$ cat src/rtl/phaseseq_pkg.sv
// Shared constants and helpers for the phase sequencer and its timer.
package phaseseq_pkg;

  localparam int MAX_PHASES = 8;
  localparam int ST_IDLE    = 0;

  function automatic int state_w(input int n);
    return $clog2(n + 1);
  endfunction

  // Strobe vector for phase k (1-based); all zeros outside 1..n.
  function automatic logic [MAX_PHASES-1:0] phase_onehot(input int k, input int n);
    logic [MAX_PHASES-1:0] oh;
    oh = '0;
    if (k >= 1 && k <= n && k <= MAX_PHASES) oh = {{(MAX_PHASES-1){1'b0}}, 1'b1} << (k - 1);
    return oh;
  endfunction

endpackage

$ cat src/rtl/phase_timer.sv
// Per-phase clock down-counter; the final clock is held while stalled.
// With PHASESEQ_STALL_TIMEOUT_EN a consecutive-stall counter overrides the hold at STALL_LIMIT.
module phase_timer #(
  parameter int PHASE_CYCLES = 1,
  parameter int STALL_LIMIT  = 255
) (
  input  logic clk_i,
  input  logic rst_i,
  input  logic run_i,
  input  logic stall_i,
  output logic adv_o,
  output logic timeout_o
);

  localparam int CW = (PHASE_CYCLES > 1) ? $clog2(PHASE_CYCLES) : 1;
  localparam logic [CW-1:0] LOAD = CW'(PHASE_CYCLES - 1);

  logic [CW-1:0] cnt_q, cnt_d;
  logic          last;
  logic          timeout_hit;

  assign last  = (cnt_q == '0);
  assign adv_o = run_i && last && (!stall_i || timeout_hit);

  // Parked at LOAD while idle so phase 1 starts with a full count.
  always_comb begin
    cnt_d = cnt_q;
    if (!run_i || adv_o) cnt_d = LOAD;
    else if (!last)      cnt_d = cnt_q - 1'b1;
  end

  always_ff @(posedge clk_i or posedge rst_i) begin
    if (rst_i) cnt_q <= LOAD;
    else       cnt_q <= cnt_d;
  end

`ifdef PHASESEQ_STALL_TIMEOUT_EN
  localparam int SCW = $clog2(STALL_LIMIT + 1);

  logic [SCW-1:0] scnt_q, scnt_d;

  assign timeout_hit = run_i && last && stall_i && (scnt_q == SCW'(STALL_LIMIT));

  always_comb begin
    scnt_d = scnt_q;
    if (!run_i || adv_o)     scnt_d = '0;
    else if (last && stall_i) scnt_d = scnt_q + 1'b1;
  end

  always_ff @(posedge clk_i or posedge rst_i) begin
    if (rst_i) scnt_q <= '0;
    else       scnt_q <= scnt_d;
  end
`else
  assign timeout_hit = 1'b0;
`endif

  assign timeout_o = timeout_hit;

endmodule

$ cat src/rtl/phase_sequencer.sv
// N-phase instruction sequencer: one-hot phase strobes, run/halt/step control, retired count.
// Optional stall timeout is enabled by defining PHASESEQ_STALL_TIMEOUT_EN.
module phase_sequencer
  import phaseseq_pkg::*;
#(
  parameter int NUM_PHASES   = 3,
  parameter int PHASE_CYCLES = 1,
  parameter int COUNT_W      = 16,
  parameter int STALL_LIMIT  = 255
) (
  input  logic                          i_CLOCK,
  input  logic                          i_RESET,
  input  logic                          i_RUN,
  input  logic                          i_STEP,
  input  logic                          i_HALT,
  input  logic                          i_STALL,
  output logic [NUM_PHASES-1:0]         o_CYCLE,
  output logic [state_w(NUM_PHASES)-1:0] o_STATE,
  output logic                          o_INSTR_DONE,
  output logic                          o_HALTED,
  output logic [COUNT_W-1:0]            o_ICOUNT,
  output logic                          o_STALL_TIMEOUT
);

  localparam int SW = state_w(NUM_PHASES);
  localparam logic [SW-1:0] IDLE    = SW'(ST_IDLE);
  localparam logic [SW-1:0] FIRST   = SW'(1);
  localparam logic [SW-1:0] LAST_PH = SW'(NUM_PHASES);

  function automatic logic [NUM_PHASES-1:0] strobe(input logic [SW-1:0] k);
    logic [MAX_PHASES-1:0] oh;
    oh = phase_onehot(int'(k), NUM_PHASES);
    return oh[NUM_PHASES-1:0];
  endfunction

  logic [SW-1:0]         state_q;
  logic [NUM_PHASES-1:0] cycle_q;
  logic                  halted_q, halt_pend_q, step_q;
  logic [COUNT_W-1:0]    icount_q;
  logic                  running, adv, timeout_hit, instr_end;

  assign running   = (state_q != IDLE);
  assign instr_end = adv && (state_q == LAST_PH);

  phase_timer #(
    .PHASE_CYCLES(PHASE_CYCLES),
    .STALL_LIMIT (STALL_LIMIT)
  ) u_timer (
    .clk_i    (i_CLOCK),
    .rst_i    (i_RESET),
    .run_i    (running),
    .stall_i  (i_STALL),
    .adv_o    (adv),
    .timeout_o(timeout_hit)
  );

`ifdef PHASESEQ_STALL_TIMEOUT_EN
  logic timeout_q;

  always_ff @(posedge i_CLOCK or posedge i_RESET) begin
    if (i_RESET)          timeout_q <= 1'b0;
    else if (timeout_hit) timeout_q <= 1'b1;
  end

  assign o_STALL_TIMEOUT = timeout_q;
`else
  assign o_STALL_TIMEOUT = 1'b0;
`endif

  always_ff @(posedge i_CLOCK or posedge i_RESET) begin
    if (i_RESET) begin
      state_q     <= IDLE;
      cycle_q     <= '0;
      halted_q    <= 1'b1;
      halt_pend_q <= 1'b0;
      step_q      <= 1'b0;
      icount_q    <= '0;
    end else begin
      cycle_q <= '0;
      if (!running) begin
        if (i_RUN || i_STEP) begin
          state_q  <= FIRST;
          cycle_q  <= strobe(FIRST);
          halted_q <= 1'b0;
          step_q   <= i_STEP;
        end
      end else begin
        if (i_HALT || timeout_hit) halt_pend_q <= 1'b1;
        if (adv) begin
          if (state_q == LAST_PH) begin
            icount_q <= icount_q + 1'b1;
            // Halt sampled on the boundary edge itself still stops here.
            if (halt_pend_q || i_HALT || step_q || timeout_hit) begin
              state_q     <= IDLE;
              halted_q    <= 1'b1;
              halt_pend_q <= 1'b0;
              step_q      <= 1'b0;
            end else begin
              state_q <= FIRST;
              cycle_q <= strobe(FIRST);
            end
          end else begin
            state_q <= state_q + 1'b1;
            cycle_q <= strobe(state_q + 1'b1);
          end
        end
      end
    end
  end

  assign o_STATE      = state_q;
  assign o_CYCLE      = cycle_q;
  assign o_HALTED     = halted_q;
  assign o_ICOUNT     = icount_q;
  assign o_INSTR_DONE = instr_end;

endmodule

$ cat config.mk
export PLATFORM = sky130hd
export DESIGN_NAME = phase_sequencer
export DESIGN_NICKNAME = d
export VERILOG_FILES = /design/src/rtl/phaseseq_pkg.sv /design/src/rtl/phase_timer.sv /design/src/rtl/phase_sequencer.sv
export SDC_FILE = /design/constraint.sdc
export NUM_CORES = 1
export LEC_CHECK = 0
export CAP_MARGIN = 30
export CORE_ASPECT_RATIO = 2
export CORE_MARGIN = 1.5
export CORE_UTILIZATION = 36
export DETAILED_ROUTE_END_ITERATION = 16
export DONT_BUFFER_PORTS = 1
export GPL_ROUTABILITY_DRIVEN = 0
export GPL_TIMING_DRIVEN = 0
export HOLD_SLACK_MARGIN = 0.05
export PLACE_DENSITY = 0.49
export SKIP_CTS_REPAIR_TIMING = 1
export SLEW_MARGIN = 0
export SYNTH_ARGS = -nofsm -noshare
export SYNTH_HDL_FRONTEND = slang
export SYNTH_SLANG_ARGS = --single-unit
$ cat constraint.sdc
create_clock -name i_CLOCK -period 1.9 [get_ports i_CLOCK]
set_input_delay 0.285 -clock i_CLOCK [delete_from_list [all_inputs] [get_ports i_CLOCK]]
set_output_delay 0.285 -clock i_CLOCK [all_outputs]
set_load 0.01 [all_outputs]
==> summary.md <==
| Metric | Value |
|---|---|
| Routed vias | 794 |
| Number of clock buffers inserted by TritonCTS | 3 |
| Tcrit/Tclk final | 97.2% |
| Max FO, Critical Path | 6 |
| Mean cell area of the mapped netlist | 11.2 µm² |
| Final core occ | 44.2% |
| Power per Cell Area | 1160 nW/µm² |
| Number of pins with negative max-slew slack in the final report | 0 |
| Share of layout cells above drive strength 1 | 21.7% |
| Crit end category | register |
| Die boundary width | 43.8 µm |
| Register area share after synthesis | 50.3% |
| Number of max-cap violations | 0 |
| Total count of hold-check failures in the final report | 0 |
| Final net count | 128 |
| CTS tree | done |
| Post-synthesis sequential element count | 24 |
| Most common cell in the netlist | dfrtp_1 |
| Count of unique library cells instantiated by Yosys | 33 |
| Setup-failing EPs final | 0 |
| Number of antenna diodes | 0 |
| Leading cell types by total area after synthesis | dfrtp_1 48%, xnor2_1 6.6%, ha_1 6.3% |
| Final Skew | 0.00750 ns |
| Register clock-pin slew on the reported worst setup and hold paths | 0.09 ns |
| DRC viols | 0 |
| Growth of design area from synthesis to finish | 16.7% |
| Cell type with the highest aggregate area in the netlist | dfrtp_1 |
| Signal arrival time at the worst endpoint | 2.04 ns |
| Wirelength per Cell | 15.8 µm |
| Largest net degree at the start of global routing | 25 |
| I/O pins | 30 |
| Remaining antenna violation count | 0 |
| Mapped Cells | 107 |
| Synthesized area | 1200 µm² |
| Share of async-settable or async-resettable flops after synthesis | 100% |
| Number of clock sinks seen by CTS | 24 |
| Insertion delay of the later-clocked pin in the worst-skew pair | 0.26 ns |
| Number of levels the H-tree was split into | 1 |
| Launching element of the worst setup path | o_STATE[0] |
| DR iter-0 viols | 5 |
| Yosys top cell area share | 48.1% |
| Endpoint required time on the critical path | 2.10 ns |
| Origin of the worst min-delay path | i_RUN |
| Vias per Instance | 5.44 |
| Total routing resource utilization after global routing | 13.6% |
| DPL Wire Length | 1.70 mm |
| Kind of critical path | reg -> reg |
| Upper clock frequency limit | 542 MHz |
| Net Count, Synth | 119 |
| LEAKAGE | 0.669 nW |
| Number of rows in the core area | 29 |
| Number of flops mapped to enable cells by yosys | 0 |
| Count of synthesis-stage warnings from yosys | 0 |
| Root cell of the clock tree | clkbuf_8 |
| Vias in the first global route | 822 |
| IO buf count | 0 |
| Worst Hold Margin | 0.165 ns |
| Most frequently used flop master after synthesis | dfrtp_1 |
| Placeable core region | 3160 µm² |
| Die extent in y | 84.5 µm |
| Max clock buf depth | 2 |
| DIE AREA | 3700 µm² |
| RSZ-0062 raised after global routing | true |
| Startpoint of the worst-slack reg-to-reg timing path | o_STATE[0] |
| Type of origin of the critical path | register |
| Effective utilization at floorplan | 37.9% |
| Leading cell types by count after synthesis | 23 x dfrtp_1, 9 x inv_1, 9 x xnor2_1 |
| Residual overflow from global routing | 0 |
| Final critical path time including I/O delays and setup | 1.85 ns |
| DR pass1 iterations | 4 |
| Peak VDD IR | 583 µV |
| Status | complete, no violations |
| Worst hold path class | in -> reg |
| First-pass GRT wire length | 3.88 mm |
| Overall routed net length | 2.31 mm |
| Number of antenna violations at the first check in global routing | 0 |
per-stage QoR:
stage	TNS [ns]	instances	power (mW)	area (µm²)	setup slack, ns
after detailed placement	-1.18	138	1.25	1230	-0.225
final	0	146	1.62	1400	0.0536
after CTS	-1.38	142	1.56	1280	-0.249
after floorplan	0	107	1.13	1200	0.0791
after global routing	-0.282	146	1.75	1400	-0.0863
after global placement	-0.923	138	1.23	1230	-0.218
cell type report:
type                    instances  area (µm²)
repair buffers                  4        52.6
flip-flops and latches         24         604
inverters                       9        38.8
plain buffers                   2        18.8
clock buffers                   4        45.0
well taps                      31        38.8
fillers                       302        1760
multi-input cells              72         598
worst paths after layout:
| kind | slack [ns] | endpoint | cells after the start |
|---|---|---|---|
| max in group asynchronous | 1.10 | o_HALTED | 3 |
| worst min register to register | 0.51 | o_HALTED | 2 |
| min in group asynchronous | 0.35 | o_ICOUNT[4] | 2 |
| worst min-delay path | 0.16 | o_CYCLE[0] | 2 |
| worst max register to register | 0.05 | o_ICOUNT[11] | 6 |
| worst max-delay path | 0.05 | o_ICOUNT[11] | 6 |
report_power, final:
group / internal [mW] / switching [mW]
clock network: 0.150 / 0.158
logic: 0.243 / 0.262
registers: 0.624 / 0.188
total: 1.02 / 0.608
cells by family (layout without fill, tap and decap cells):
| logic type | count (synthesis) | count (layout) | synth area share (%) |
|---|---|---|---|
| AO/OA/AOI/OAI | 14 | 14 | 6.38 |
| other | 1 | 1 | 0.314 |
| flip-flops | 24 | 24 | 50.3 |
| XOR/XNOR | 15 | 15 | 11.0 |
| AND/OR/NAND/NOR | 34 | 34 | 19.6 |
| multiplexers | 2 | 2 | 1.78 |
| buffers and inverters | 11 | 19 | 4.39 |
| adder cells (fa/ha/maj) | 6 | 6 | 6.28 |
sequential cells by signal, indices dropped and copies added, names as in the netlist:
signal	cells
o_ICOUNT	16
o_CYCLE	3
o_STATE	2
halt_pend_q	1
o_HALTED	1
step_q	1
routing by layer:
| layer | GRT usage, % | part of all wire (%) | up-vias | wire length [µm] |
|---|---|---|---|---|
| met5 | 0 | 0 | - | 0 |
| met3 | 2.80 | 4.2 | 4 | 96 |
| li1 | - | - | 377 | - |
| met1 | 15.8 | 38 | 394 | 877 |
| met4 | 4.96 | 1.3 | 0 | 31 |
| met2 | 23.7 | 56 | 19 | 1300 |
worst max-delay path, stage by stage, from the launching register on:
cell and delay, ns:
dfrtp_2 0.48, inv_4 0.07, ha_4 0.18, nor3b_4 0.42, nand4_4 0.25, nor3_4 0.24, xor2_1 0.15
cell usage in the layout, fill, tap and decap left out, types with 3 or more instances in the layout:
cell type / Yosys / final
clkbuf_8: 0 / 3
nor3_1: 4 / 3
a21oi_1: 5 / 5
nor2_1: 3 / 3
dfrtp_1: 23 / 21
o21ai_0: 6 / 6
xor2_1: 6 / 6
nand2_1: 5 / 5
buf_4: 1 / 3
nand3_1: 4 / 4
ha_1: 6 / 4
xnor2_1: 9 / 9
inv_1: 9 / 7
nor3_4: 0 / 3
No activity file was read; power rests on OpenSTA's default activity.
